[config.mk]
export PLATFORM = sky130hd
export DESIGN_NAME = glb_stream_arb_flat
export DESIGN_NICKNAME = d
export VERILOG_FILES = /design/src/rtl/glb_stream_arb_pkg.sv /design/src/rtl/glb_stream_arb_if.sv /design/src/rtl/glb_stream_arb_fifo.sv /design/src/rtl/glb_stream_arb.sv /design/src/flat_wrapper.sv
export SDC_FILE = /design/constraint.sdc
export NUM_CORES = 1
export LEC_CHECK = 0
export ABC_CLOCK_PERIOD_IN_PS = 10300
export BUFFER_PORTS_ARGS = -buffer_cell sky130_fd_sc_hd__buf_2
export CORE_AREA = 2 2 156 158
export DETAILED_ROUTE_END_ITERATION = 12
export DIE_AREA = 0 0 158 160
export GPL_TIMING_DRIVEN = 0
export PLACE_DENSITY_LB_ADDON = 0.08
export RECOVER_POWER = 50
export SYNTH_ARGS = -nofsm -noshare
export SYNTH_HDL_FRONTEND = slang
export SYNTH_HIERARCHICAL = 1
export SYNTH_SLANG_ARGS = --single-unit
[constraint.sdc]
create_clock -name clk -period 10.3 [get_ports clk]
set_input_delay 1.03 -clock clk [delete_from_list [all_inputs] [get_ports clk]]
set_output_delay 1.03 -clock clk [all_outputs]
set_load 0.005 [all_outputs]
[src/rtl/glb_stream_arb_pkg.sv]
// Shared widths, channel count and per-channel FSM state for the two-channel
// memory-to-stream arbiter.
package glb_stream_pkg;
  localparam int DATA_W_DEF     = 16;
  localparam int ADDR_W_DEF     = 10;
  localparam int FIFO_DEPTH_DEF = 4;
  localparam int NCH            = 2;

  typedef enum logic [1:0] {
    ST_IDLE,
    ST_RUN,
    ST_DRAIN,
    ST_DONE
  } ch_state_e;
endpackage

[src/rtl/glb_stream_arb_if.sv]
// Shared-memory read port plus both output streams; master is the arbiter side.
interface glb_stream_arb_if
  import glb_stream_pkg::*;
#(
  parameter int DATA_W = DATA_W_DEF,
  parameter int ADDR_W = ADDR_W_DEF
);
  logic              mem_rd_en;
  logic [ADDR_W-1:0] mem_rd_addr;
  logic [DATA_W-1:0] mem_rd_data;
  logic [DATA_W-1:0] data_0, data_1;
  logic              valid_0, valid_1;
  logic              ready_0, ready_1;

  modport master (
    output mem_rd_en, mem_rd_addr, data_0, data_1, valid_0, valid_1,
    input  mem_rd_data, ready_0, ready_1
  );
  modport slave (
    input  mem_rd_en, mem_rd_addr, data_0, data_1, valid_0, valid_1,
    output mem_rd_data, ready_0, ready_1
  );
endinterface

[src/rtl/glb_stream_arb_fifo.sv]
// Small synchronous FIFO with occupancy count; head reads as zero when empty.
module glb_stream_fifo #(
  parameter int DATA_W = 16,
  parameter int DEPTH  = 4
) (
  input  logic                         clk,
  input  logic                         rst_n,
  input  logic                         push_i,
  input  logic [DATA_W-1:0]            din_i,
  input  logic                         pop_i,
  output logic [DATA_W-1:0]            dout_o,
  output logic                         empty_o,
  output logic [$clog2(DEPTH+1)-1:0]   count_o
);
  localparam int PW = (DEPTH > 1) ? $clog2(DEPTH) : 1;
  localparam int CW = $clog2(DEPTH + 1);

  logic [DATA_W-1:0] mem_q [DEPTH];
  logic [PW-1:0]     wr_q, rd_q;
  logic [CW-1:0]     cnt_q;
  logic              do_push, do_pop;

  function automatic logic [PW-1:0] nxt(input logic [PW-1:0] p);
    return (p == PW'(DEPTH - 1)) ? '0 : p + PW'(1);
  endfunction

  assign do_pop  = pop_i && (cnt_q != '0);
  assign do_push = push_i && (cnt_q != CW'(DEPTH));

  always_ff @(posedge clk or negedge rst_n) begin
    if (!rst_n) begin
      wr_q  <= '0;
      rd_q  <= '0;
      cnt_q <= '0;
    end else begin
      if (do_push) wr_q <= nxt(wr_q);
      if (do_pop)  rd_q <= nxt(rd_q);
      cnt_q <= cnt_q + CW'(do_push) - CW'(do_pop);
    end
  end

  // Storage needs no reset: the head is masked while the FIFO is empty.
  always_ff @(posedge clk) begin
    if (do_push) mem_q[wr_q] <= din_i;
  end

  assign empty_o = (cnt_q == '0);
  assign dout_o  = empty_o ? '0 : mem_q[rd_q];
  assign count_o = cnt_q;
endmodule

[src/rtl/glb_stream_arb.sv]
// Two DMA-style channels share one single-port memory through a round-robin
// arbiter; each channel streams its words in order through a local FIFO.
module glb_stream_arb
  import glb_stream_pkg::*;
#(
  parameter int DATA_W     = DATA_W_DEF,
  parameter int ADDR_W     = ADDR_W_DEF,
  parameter int FIFO_DEPTH = FIFO_DEPTH_DEF
) (
  input  logic              clk,
  input  logic              rst_n,
  input  logic              flush,
  input  logic              cfg_en_0,
  input  logic              cfg_en_1,
  input  logic [ADDR_W-1:0] cfg_base_0,
  input  logic [ADDR_W-1:0] cfg_base_1,
  input  logic [ADDR_W:0]   cfg_len_0,
  input  logic [ADDR_W:0]   cfg_len_1,
  output logic              done_0,
  output logic              done_1,
  glb_stream_arb_if.master  bus
);
  localparam int CW = $clog2(FIFO_DEPTH + 1);

  ch_state_e state_q [NCH];
  ch_state_e state_d [NCH];

  logic [NCH-1:0][ADDR_W-1:0] cfg_base, base_q, base_d;
  logic [NCH-1:0][ADDR_W:0]   cfg_len, len_q, len_d, iss_q, iss_d;
  logic [NCH-1:0][CW-1:0]     cnt;
  logic [NCH-1:0][DATA_W-1:0] dout;
  logic [NCH-1:0]             cfg_en, ready, elig, gnt, push, pop, empty;
  logic                       gnt_id, prio_q, prio_d, rd_vld_q, rd_id_q;

  assign cfg_en   = {cfg_en_1, cfg_en_0};
  assign cfg_base = {cfg_base_1, cfg_base_0};
  assign cfg_len  = {cfg_len_1, cfg_len_0};
  assign ready    = {bus.ready_1, bus.ready_0};

  // push doubles as the in-flight flag: the returning word lands this cycle.
  always_comb begin
    for (int c = 0; c < NCH; c++)
      elig[c] = (state_q[c] == ST_RUN) &&
                ((int'(cnt[c]) + int'(push[c])) < FIFO_DEPTH);
  end

  always_comb begin
    gnt = '0;
    if (elig[prio_q])       gnt[prio_q]  = 1'b1;
    else if (elig[~prio_q]) gnt[~prio_q] = 1'b1;
  end

  assign gnt_id          = gnt[1];
  assign prio_d          = (|gnt) ? ~gnt_id : prio_q;
  assign bus.mem_rd_en   = |gnt;
  assign bus.mem_rd_addr = (|gnt) ? base_q[gnt_id] + iss_q[gnt_id][ADDR_W-1:0] : '0;

  always_comb begin
    for (int c = 0; c < NCH; c++) begin
      state_d[c] = state_q[c];
      base_d[c]  = base_q[c];
      len_d[c]   = len_q[c];
      iss_d[c]   = iss_q[c];
      case (state_q[c])
        ST_IDLE, ST_DONE: begin
          if (flush && cfg_en[c]) begin
            base_d[c]  = cfg_base[c];
            len_d[c]   = cfg_len[c];
            iss_d[c]   = '0;
            state_d[c] = (cfg_len[c] != '0) ? ST_RUN : ST_DONE;
          end
        end
        ST_RUN: begin
          if (gnt[c]) begin
            iss_d[c] = iss_q[c] + (ADDR_W+1)'(1);
            if (iss_d[c] == len_q[c]) state_d[c] = ST_DRAIN;
          end
        end
        ST_DRAIN: begin
          if (empty[c] && !push[c]) state_d[c] = ST_DONE;
        end
        default: state_d[c] = ST_IDLE;
      endcase
    end
  end

  always_ff @(posedge clk or negedge rst_n) begin
    if (!rst_n) begin
      for (int c = 0; c < NCH; c++) state_q[c] <= ST_IDLE;
      base_q   <= '0;
      len_q    <= '0;
      iss_q    <= '0;
      prio_q   <= 1'b0;
      rd_vld_q <= 1'b0;
      rd_id_q  <= 1'b0;
    end else begin
      for (int c = 0; c < NCH; c++) state_q[c] <= state_d[c];
      base_q   <= base_d;
      len_q    <= len_d;
      iss_q    <= iss_d;
      prio_q   <= prio_d;
      rd_vld_q <= |gnt;
      rd_id_q  <= gnt_id;
    end
  end

  for (genvar g = 0; g < NCH; g++) begin : g_ch
    assign push[g] = rd_vld_q && (rd_id_q == 1'(g));
    assign pop[g]  = ~empty[g] & ready[g];
    glb_stream_fifo #(.DATA_W(DATA_W), .DEPTH(FIFO_DEPTH)) u_fifo (
      .clk     (clk),
      .rst_n   (rst_n),
      .push_i  (push[g]),
      .din_i   (bus.mem_rd_data),
      .pop_i   (pop[g]),
      .dout_o  (dout[g]),
      .empty_o (empty[g]),
      .count_o (cnt[g])
    );
  end

  assign bus.data_0  = dout[0];
  assign bus.data_1  = dout[1];
  assign bus.valid_0 = ~empty[0];
  assign bus.valid_1 = ~empty[1];
  assign done_0      = (state_q[0] == ST_DONE);
  assign done_1      = (state_q[1] == ST_DONE);
endmodule
[src/flat_wrapper.sv]
// flat-port wrapper written by rule: the top's interface ports become plain ports
module glb_stream_arb_flat import glb_stream_pkg::*;
#(
  parameter int DATA_W     = DATA_W_DEF,
  parameter int ADDR_W     = ADDR_W_DEF,
  parameter int FIFO_DEPTH = FIFO_DEPTH_DEF
)
  (clk, rst_n, flush, cfg_en_0, cfg_en_1, cfg_base_0, cfg_base_1, cfg_len_0, cfg_len_1, done_0, done_1, bus_mem_rd_en, bus_mem_rd_addr, bus_data_0, bus_data_1, bus_valid_0, bus_valid_1, bus_mem_rd_data, bus_ready_0, bus_ready_1);
  glb_stream_arb_if #(.DATA_W(DATA_W), .ADDR_W(ADDR_W)) bus_i ();
  input  logic clk;
  input  logic rst_n;
  input  logic flush;
  input  logic cfg_en_0;
  input  logic cfg_en_1;
  input  logic [ADDR_W-1:0] cfg_base_0;
  input  logic [ADDR_W-1:0] cfg_base_1;
  input  logic [ADDR_W:0] cfg_len_0;
  input  logic [ADDR_W:0] cfg_len_1;
  output logic done_0;
  output logic done_1;
  output wire logic [$bits(bus_i.mem_rd_en)-1:0] bus_mem_rd_en;
  output wire logic [$bits(bus_i.mem_rd_addr)-1:0] bus_mem_rd_addr;
  output wire logic [$bits(bus_i.data_0)-1:0] bus_data_0;
  output wire logic [$bits(bus_i.data_1)-1:0] bus_data_1;
  output wire logic [$bits(bus_i.valid_0)-1:0] bus_valid_0;
  output wire logic [$bits(bus_i.valid_1)-1:0] bus_valid_1;
  input wire logic [$bits(bus_i.mem_rd_data)-1:0] bus_mem_rd_data;
  input wire logic [$bits(bus_i.ready_0)-1:0] bus_ready_0;
  input wire logic [$bits(bus_i.ready_1)-1:0] bus_ready_1;
  assign bus_mem_rd_en = bus_i.mem_rd_en;
  assign bus_mem_rd_addr = bus_i.mem_rd_addr;
  assign bus_data_0 = bus_i.data_0;
  assign bus_data_1 = bus_i.data_1;
  assign bus_valid_0 = bus_i.valid_0;
  assign bus_valid_1 = bus_i.valid_1;
  assign bus_i.mem_rd_data = bus_mem_rd_data;
  assign bus_i.ready_0 = bus_ready_0;
  assign bus_i.ready_1 = bus_ready_1;
  glb_stream_arb #(.DATA_W(DATA_W), .ADDR_W(ADDR_W), .FIFO_DEPTH(FIFO_DEPTH)) u_core (.clk(clk), .rst_n(rst_n), .flush(flush), .cfg_en_0(cfg_en_0), .cfg_en_1(cfg_en_1), .cfg_base_0(cfg_base_0), .cfg_base_1(cfg_base_1), .cfg_len_0(cfg_len_0), .cfg_len_1(cfg_len_1), .done_0(done_0), .done_1(done_1), .bus(bus_i));
endmodule
=== Word-level counts from Yosys, hierarchy flattened ===
Memory sizes are Yosys's and may differ from the RTL's.
Cells that the tools add are included.

* Output and inout bits: 47
* Bits in registers: 85
* Memory bits (writable): 128
* Memories kept: 2
* Input bits: 65

{| class="wikitable"
|+ Memory list
! memory !! depth !! width !! read ports !! clocked after memory_dff !! wr ports !! RTL line !! source
|-
| u_core.g_ch[0].u_fifo.mem_q || 4 || 16 || 1 || 0 || 1 || glb_stream_arb_fifo.sv:18 || <nowiki>logic [DATA_W-1:0] mem_q [DEPTH];</nowiki>
|-
| u_core.g_ch[1].u_fifo.mem_q || 4 || 16 || 1 || 0 || 1 || glb_stream_arb_fifo.sv:18 ||
|}

* Bitwise gates (word level): 7
* Magnitude comparators: 7
* Add/subtract/negate cells: 13
* Reductions and logical operators: 35
* Mux-type cells: 43
* Eq/ne operators: 22

{| class="wikitable"
|+ Operators with widths
! operator !! number
|-
| $lt 32x4->1 const B || 2
|-
| $mux 10 || 5
|-
| $mux 11 || 4
|-
| $pmux 11 s2 || 2
|-
| $mux 16 || 2
|-
| $mux 2 || 16
|-
| $add 11x1->11 const B || 2
|-
| $eq 11x11->1 || 2
|-
| $reduce_bool 11->1 || 2
|-
| $eq 2x2->1 const B || 8
|-
| $logic_and 1x1->1 || 14
|-
| $ne 2x1->1 const B || 6
|-
| $pmux 2 s3 || 2
|-
| $add 10x10->10 || 1
|-
| $mux 1 || 10
|-
| $add 2x1->2 const B || 4
|-
| $add 3x1->4 || 2
|-
| $reduce_and 4->1 || 2
|-
| $add 3x1->3 || 2
|-
| $logic_not 3->1 || 2
|-
| $lt 1x2->1 const B || 3
|-
| $ne 3x3->1 const B || 2
|-
| $reduce_and 3->1 || 2
|-
| $reduce_bool 3->1 || 2
|-
| 12 further kinds || 28
|}

=== Logic depth before layout (Yosys ltp) ===
* Depth in word-level cells: 13
* Mapped depth: 20

=== Hierarchy ===
The synthesis kept the hierarchy.

{| class="wikitable"
|+ By module, submodules not included
! module !! instances !! cells an instance !! sequential area each (um2) !! area each (um2)
|-
| glb_stream_fifo || 2 || 138 || 2097.0 || 2955.3
|-
| glb_stream_arb || 1 || 463 || 1776.7 || 4520.6
|}

=== Worst setup path after synthesis ===
No wires, ideal clock.

* Path type: reg-to-output
* From: register u_core/state_q[1] (netlist name)
* To: output port bus_mem_rd_addr[9]
* Arrival time: 3.194 ns
* Path slack: 6.076 ns
* Stages on the path, launching flop included: 17
* Cells stage by stage: dfrtp_1 -> inv_1 -> ha_1 -> inv_1 -> a311oi_2 -> o21ai_2 -> inv_2 -> buf_2 -> mux2_2 -> ha_1 -> a21o_1 -> a21oi_1 -> o21ai_0 -> a2111oi_0 -> nor2_1 -> xnor2_1 -> nor2_1

* Cells in the longest elaborated chain, start to end: 10
* Elaborated cells between the ends (all ways): 15
* Those cells by class: add/sub (1); eq/ne (1); mux (11); reduce/logical (2)

{| class="wikitable"
|+ Ends and longest elaborated chain
! what !! RTL line !! source
|-
| start, declared || glb_stream_arb.sv:25 || <nowiki>ch_state_e state_q [NCH];</nowiki>
|-
| $eq 2x1->1 * || glb_stream_arb.sv:43 || <nowiki>elig[c] = (state_q[c] == ST_RUN) &&</nowiki>
|-
| $logic_and 1x1->1 * || glb_stream_arb.sv:43 ||
|-
| $mux 1 (implied by the code) (2 in a row) || glb_stream_arb.sv:50 || <nowiki>else if (elig[~prio_q]) gnt[~prio_q] = 1'b1;</nowiki>
|-
| $mux 2 || glb_stream_arb.sv:50 ||
|-
| $mux 2 * || glb_stream_arb.sv:49 || <nowiki>if (elig[prio_q]) gnt[prio_q] = 1'b1;</nowiki>
|-
| $mux 10 (implied by the code) (2 in a row) || glb_stream_arb.sv:56 || <nowiki>assign bus.mem_rd_addr = (|gnt) ? base_q[gnt_id] + iss_q[gnt_id][ADDR_W-1:0] : '0;</nowiki>
|-
| $add 10x10->10 || glb_stream_arb.sv:56 ||
|-
| $mux 10 * || glb_stream_arb.sv:56 ||
|-
| end, declared || flat_wrapper.sv:22 || <nowiki>output wire logic [$bits(bus_i.mem_rd_addr)-1:0] bus_mem_rd_addr;</nowiki>
|}

Every way passes the cells marked *; elsewhere a longest branch is shown, timed or not. The select of a mux whose other input is x is not followed.

=== Worst setup path after layout ===
* From: register u_core/state_q[1] (netlist name)
* To: output port bus_mem_rd_addr[8]

* Cells in the longest elaborated chain, start to end: 10
* Elaborated cells between the ends (all ways): 15
* Those cells by class: add/sub (1); eq/ne (1); mux (11); reduce/logical (2)

{| class="wikitable"
|+ Ends and longest elaborated chain
! what !! RTL line !! source
|-
| $eq 2x1->1 * || glb_stream_arb.sv:43 ||
|-
| $logic_and 1x1->1 * || glb_stream_arb.sv:43 ||
|-
| $mux 1 (implied by the code) (2 in a row) || glb_stream_arb.sv:50 ||
|-
| $mux 2 || glb_stream_arb.sv:50 ||
|-
| $mux 2 * || glb_stream_arb.sv:49 ||
|-
| via u_core.gnt[1] || glb_stream_arb.sv:32 || <nowiki>logic [NCH-1:0] cfg_en, ready, elig, gnt, push, pop, empty;</nowiki>
|-
| $mux 10 (implied by the code) (2 in a row) || glb_stream_arb.sv:56 ||
|-
| $add 10x10->10 || glb_stream_arb.sv:56 ||
|-
| $mux 10 * || glb_stream_arb.sv:56 ||
|}

The timed path passes the listed nets; every way through them passes the cells marked *. The select of a mux whose other input is x is not followed.

==> impl_metrics.sql <==
INSERT INTO impl_metrics (metric_group, metric, value, unit) VALUES
('finish', 'antenna_cells_inserted', '0', ''),
('detailed_routing', 'drt-pass1-iter-count', '5', ''),
('worst_setup_path', 'cp_max_fo', '10', ''),
('timing', 'totalNegativeSetupSlack', '0', 'ns'),
('timing', 'unrepaired_setup_endpoints_after_global_routing', 'no', ''),
('detailed_routing', 'drt_drc_violations_left', '0', ''),
('synthesis', 'edff_count_synth', '128', ''),
('synthesis', 'syn-mean-instance-area', '14.1', 'µm²'),
('synthesis', 'synth_area', '0.0104', 'mm²'),
('clocking', 'post-cts-setup-buffer-count', '0', ''),
('min_path', 'hold_end', 'u_core/base_q[11]', ''),
('placed_design', 'buffer_ports.inserted', '111', ''),
('worst_setup_path', 'worstReg2RegEnd', 'u_core/g_ch[1].u_fifo/count_o[2]', ''),
('worst_setup_path', 'arrival_time_of_data_at_the_critical_path_endpoint', '4.88', 'ns'),
('global_route', 'grt_usage', '0.189', ''),
('floorplanning', 'initial_util', '0.438', ''),
('floorplanning', 'die_y', '160', 'µm'),
('min_path', 'worst_hold_path_type', 'reg -> reg', ''),
('global_route', 'pin_count_of_the_biggest_net_entering_global_routing', '71', ''),
('detailed_routing', 'routed_wire_length_per_instance', '19.3', 'µm'),
('synthesis', 'synth-compound-area-share', '0.0587', ''),
('finish', 'finish.net_count', '979', ''),
('synthesis', 'ys_types', '71', ''),
('worst_setup_path', 'r2r_cells', '11', ''),
('synthesis', 'synthMostInstantiatedCell', 'sky130_fd_sc_hd__edfxtp_1', ''),
('synthesis', 'area_share_of_the_leading_cell_type_in_the_synthesized_netlist', '0.368', ''),
('finish', 'post-route-util', '0.514', ''),
('outcome', 'outcome', 'finished with violations', ''),
('timing', 'finalWorstSetupSlack', '4.39', 'ns'),
('synthesis', 'synth_nets', '840', ''),
('worst_setup_path', 'critPathCaptureType', 'output pin', ''),
('finish', 'filler_cell_count', '2113', ''),
('synthesis', 'synthXorXnorAreaFrac', '0.0336', ''),
('floorplanning', 'fp.coreArea', '0.0238', 'mm²'),
('timing', 'period_share', '0.574', ''),
('detailed_routing', 'vias_per_instance', '5.24', ''),
('synthesis', 'number_of_warnings_printed_during_yosys_synthesis', '6', ''),
('global_route', 'antenna_found_initial', '0', ''),
('timing', 'maxSlewHeadroom', '-1.56', ''),
('worst_setup_path', 'timing_worst_setup_path_type', 'reg -> out', ''),
('timing', 'worstMarginPinSlew', '3.83', 'ns'),
('clocking', 'htree_num_levels', '1', ''),
('placed_design', 'post_place_setup_slack', '5.13', 'ns'),
('timing', 'maxClockFrequency', '0.169', 'GHz'),
('worst_setup_path', 'startpoint_type', 'flip-flop', ''),
('timing', 'timing.clock.skew', '0.0170', 'ns'),
('power', 'leakage', '4.94', 'nW'),
('outcome', 'violations', 'max-capacitance violations, max-slew violations', ''),
('finish', 'multi_input_area', '0.00408', 'mm²'),
('worst_setup_path', 'reg_to_reg_critical_path_startpoint', 'u_core/g_ch[1].u_fifo/count_o[1]', ''),
('clocking', 'tritoncts', 'yes', ''),
('timing', 'final-setup-viol-count', '0', ''),
('worst_setup_path', 'setup.reg_to_reg.worst_slack', '7.33', 'ns'),
('synthesis', 'synth.top_cells.by_count', '128 x sky130_fd_sc_hd__edfxtp_1, 85 x sky130_fd_sc_hd__dfrtp_1, 58 x sky130_fd_sc_hd__mux2_2, 56 x sky130_fd_sc_hd__nand2_1, 42 x sky130_fd_sc_hd__o21ai_0', ''),
('synthesis', 'synth_seq_cells', '213', ''),
('floorplanning', 'fp-row-count', '57', ''),
('synthesis', 'synthCells', '739', ''),
('power', 'power_density_relative_to_cell_area', '294', 'mW/mm²'),
('clocking', 'tritoncts.num_buffers', '25', ''),
('floorplanning', 'io_pins', '112', ''),
('synthesis', 'synth.yosys.seq_area_share', '0.572', ''),
('min_path', 'hold_depth', '1', ''),
('floorplanning', 'die-area', '0.0253', 'mm²'),
('finish', 'layout-area-overhead-vs-synth', '17.3', '%'),
('clocking', 'ctsHoldBuffers', '0', ''),
('global_route', 'grt_overflow', '0', ''),
('timing', 'final_max_slew_viol_count', '71', ''),
('finish', 'drive_above_1_share', '0.292', ''),
('synthesis', 'synth.area.mux_share', '0.145', ''),
('synthesis', 'proportion_of_register_bits_with_asynchronous_set_or_reset_after_synthesis', '0.399', ''),
('job', 'max-cap-violations', '1', '');
[per-layer routing]
metal | global-route usage | vias up | share of wire | wire length, µm
li1 | - | 3014 | - | -
met1 | 0.248 | 3213 | 0.43 | 10100
met2 | 0.330 | 140 | 0.51 | 12000
met3 | 0.0318 | 27 | 0.046 | 1090
met4 | 0.0410 | 0 | 0.016 | 388
met5 | 0 | - | 0 | 0
[final cells by class]
cell class	instances	area share
Clock buffer	38	0.0609
Clock inverter	8	0.0105
Buffer	35	0.0202
Multi-Input combinational cell	460	0.334
Tap cell	324	0.0331
Inverter	31	0.00951
Timing Repair Buffer	112	0.0440
Sequential cell	213	0.488
[report_power, final]
| part | switching, mW | internal, mW | leakage [nW] |
|---|---|---|---|
| Combinational | 0.730 | 0.698 | 2.30 |
| Sequential | 0.140 | 1.11 | 2.21 |
| Clock | 0.341 | 0.574 | 0.431 |
| Total | 1.21 | 2.39 | 4.94 |
[state kept, by name, indices dropped and copies added (netlist names)]
register                    cells
u_core/g_ch.u_fifo/rd_q         4
u_core/rd_id_q                  1
u_core/prio_q                   1
u_core/rd_vld_q                 1
u_core/g_ch.u_fifo/count_o      6
u_core/g_ch.u_fifo/wr_q         4
u_core/iss_q                   22
u_core/g_ch.u_fifo/mem_q      128
u_core/base_q                  20
u_core/state_q                  4
u_core/len_q                   22
[worst max path at each step]
stage          depth (start not counted)            endpoint               from  slack (ns)
6_report                              21  bus_mem_rd_addr[8]  u_core/state_q[1]        4.39
4_1_cts                               21  bus_mem_rd_addr[8]  u_core/state_q[1]        4.55
2_1_floorplan                         16  bus_mem_rd_addr[9]  u_core/state_q[1]        6.08
5_1_grt                               21  bus_mem_rd_addr[8]  u_core/state_q[1]        3.88
3_3_place_gp                          21  bus_mem_rd_addr[8]  u_core/state_q[1]        5.16
3_5_place_dp                          21  bus_mem_rd_addr[8]  u_core/state_q[1]        5.13
[cells in the final DEF, fill, tap and decap left out, drive strengths merged, types with 5 or more instances in the layout]
cell,count
nor2b,44
mux2i,5
nand2,58
nor2,29
mux2,60
clkbuf,67
a31oi,6
xnor2,25
o21ai,44
nand3,18
and2,11
nor4,7
nor3,8
inv,32
buf,118
and3,6
edfxtp,128
xor2,15
mux4,32
a21oi,8
o31ai,11
ha,33
dfrtp,85
[kinds of logic after synthesis]
group | after synthesis
muxes | 97
xor gates and xnor gates | 40
adders and majority gates | 36
and+or+nand+nor | 194
AOI/OAI and AO/OA | 93
buffers and inverters | 66
DFF | 213
[critical path, cell delays in order (launching register included)]
cell and delay, ns:
sky130_fd_sc_hd__dfrtp_1 0.41, sky130_fd_sc_hd__inv_1 0.09, sky130_fd_sc_hd__ha_1 0.20, sky130_fd_sc_hd__inv_1 0.06, sky130_fd_sc_hd__a311oi_1 0.58, sky130_fd_sc_hd__o21ai_2 0.32
sky130_fd_sc_hd__inv_2 0.16, sky130_fd_sc_hd__buf_2 0.26, sky130_fd_sc_hd__buf_2 0.28, sky130_fd_sc_hd__nand2_1 0.09, sky130_fd_sc_hd__nand2_1 0.07, sky130_fd_sc_hd__ha_1 0.16
sky130_fd_sc_hd__inv_1 0.06, sky130_fd_sc_hd__fa_1 0.38, sky130_fd_sc_hd__nor2b_1 0.15, sky130_fd_sc_hd__o21ai_0 0.12, sky130_fd_sc_hd__a21boi_0 0.27, sky130_fd_sc_hd__o21ai_0 0.17
sky130_fd_sc_hd__a21oi_1 0.18, sky130_fd_sc_hd__xnor2_1 0.14, sky130_fd_sc_hd__nor2_1 0.06, sky130_fd_sc_hd__buf_2 0.15
[stage by stage]
step	power (mW)	std cells	area [µm²]	hold WS (ns)
global route	3.83	1221	12200	0.529
finish	3.60	1221	12200	0.510
global placement	2.68	1174	11400	0.490
floorplan	2.25	739	10400	0.479
CTS	3.65	1221	12300	0.356
detailed placement	2.73	1175	11400	0.494
(Power assumes the default switching activity.)
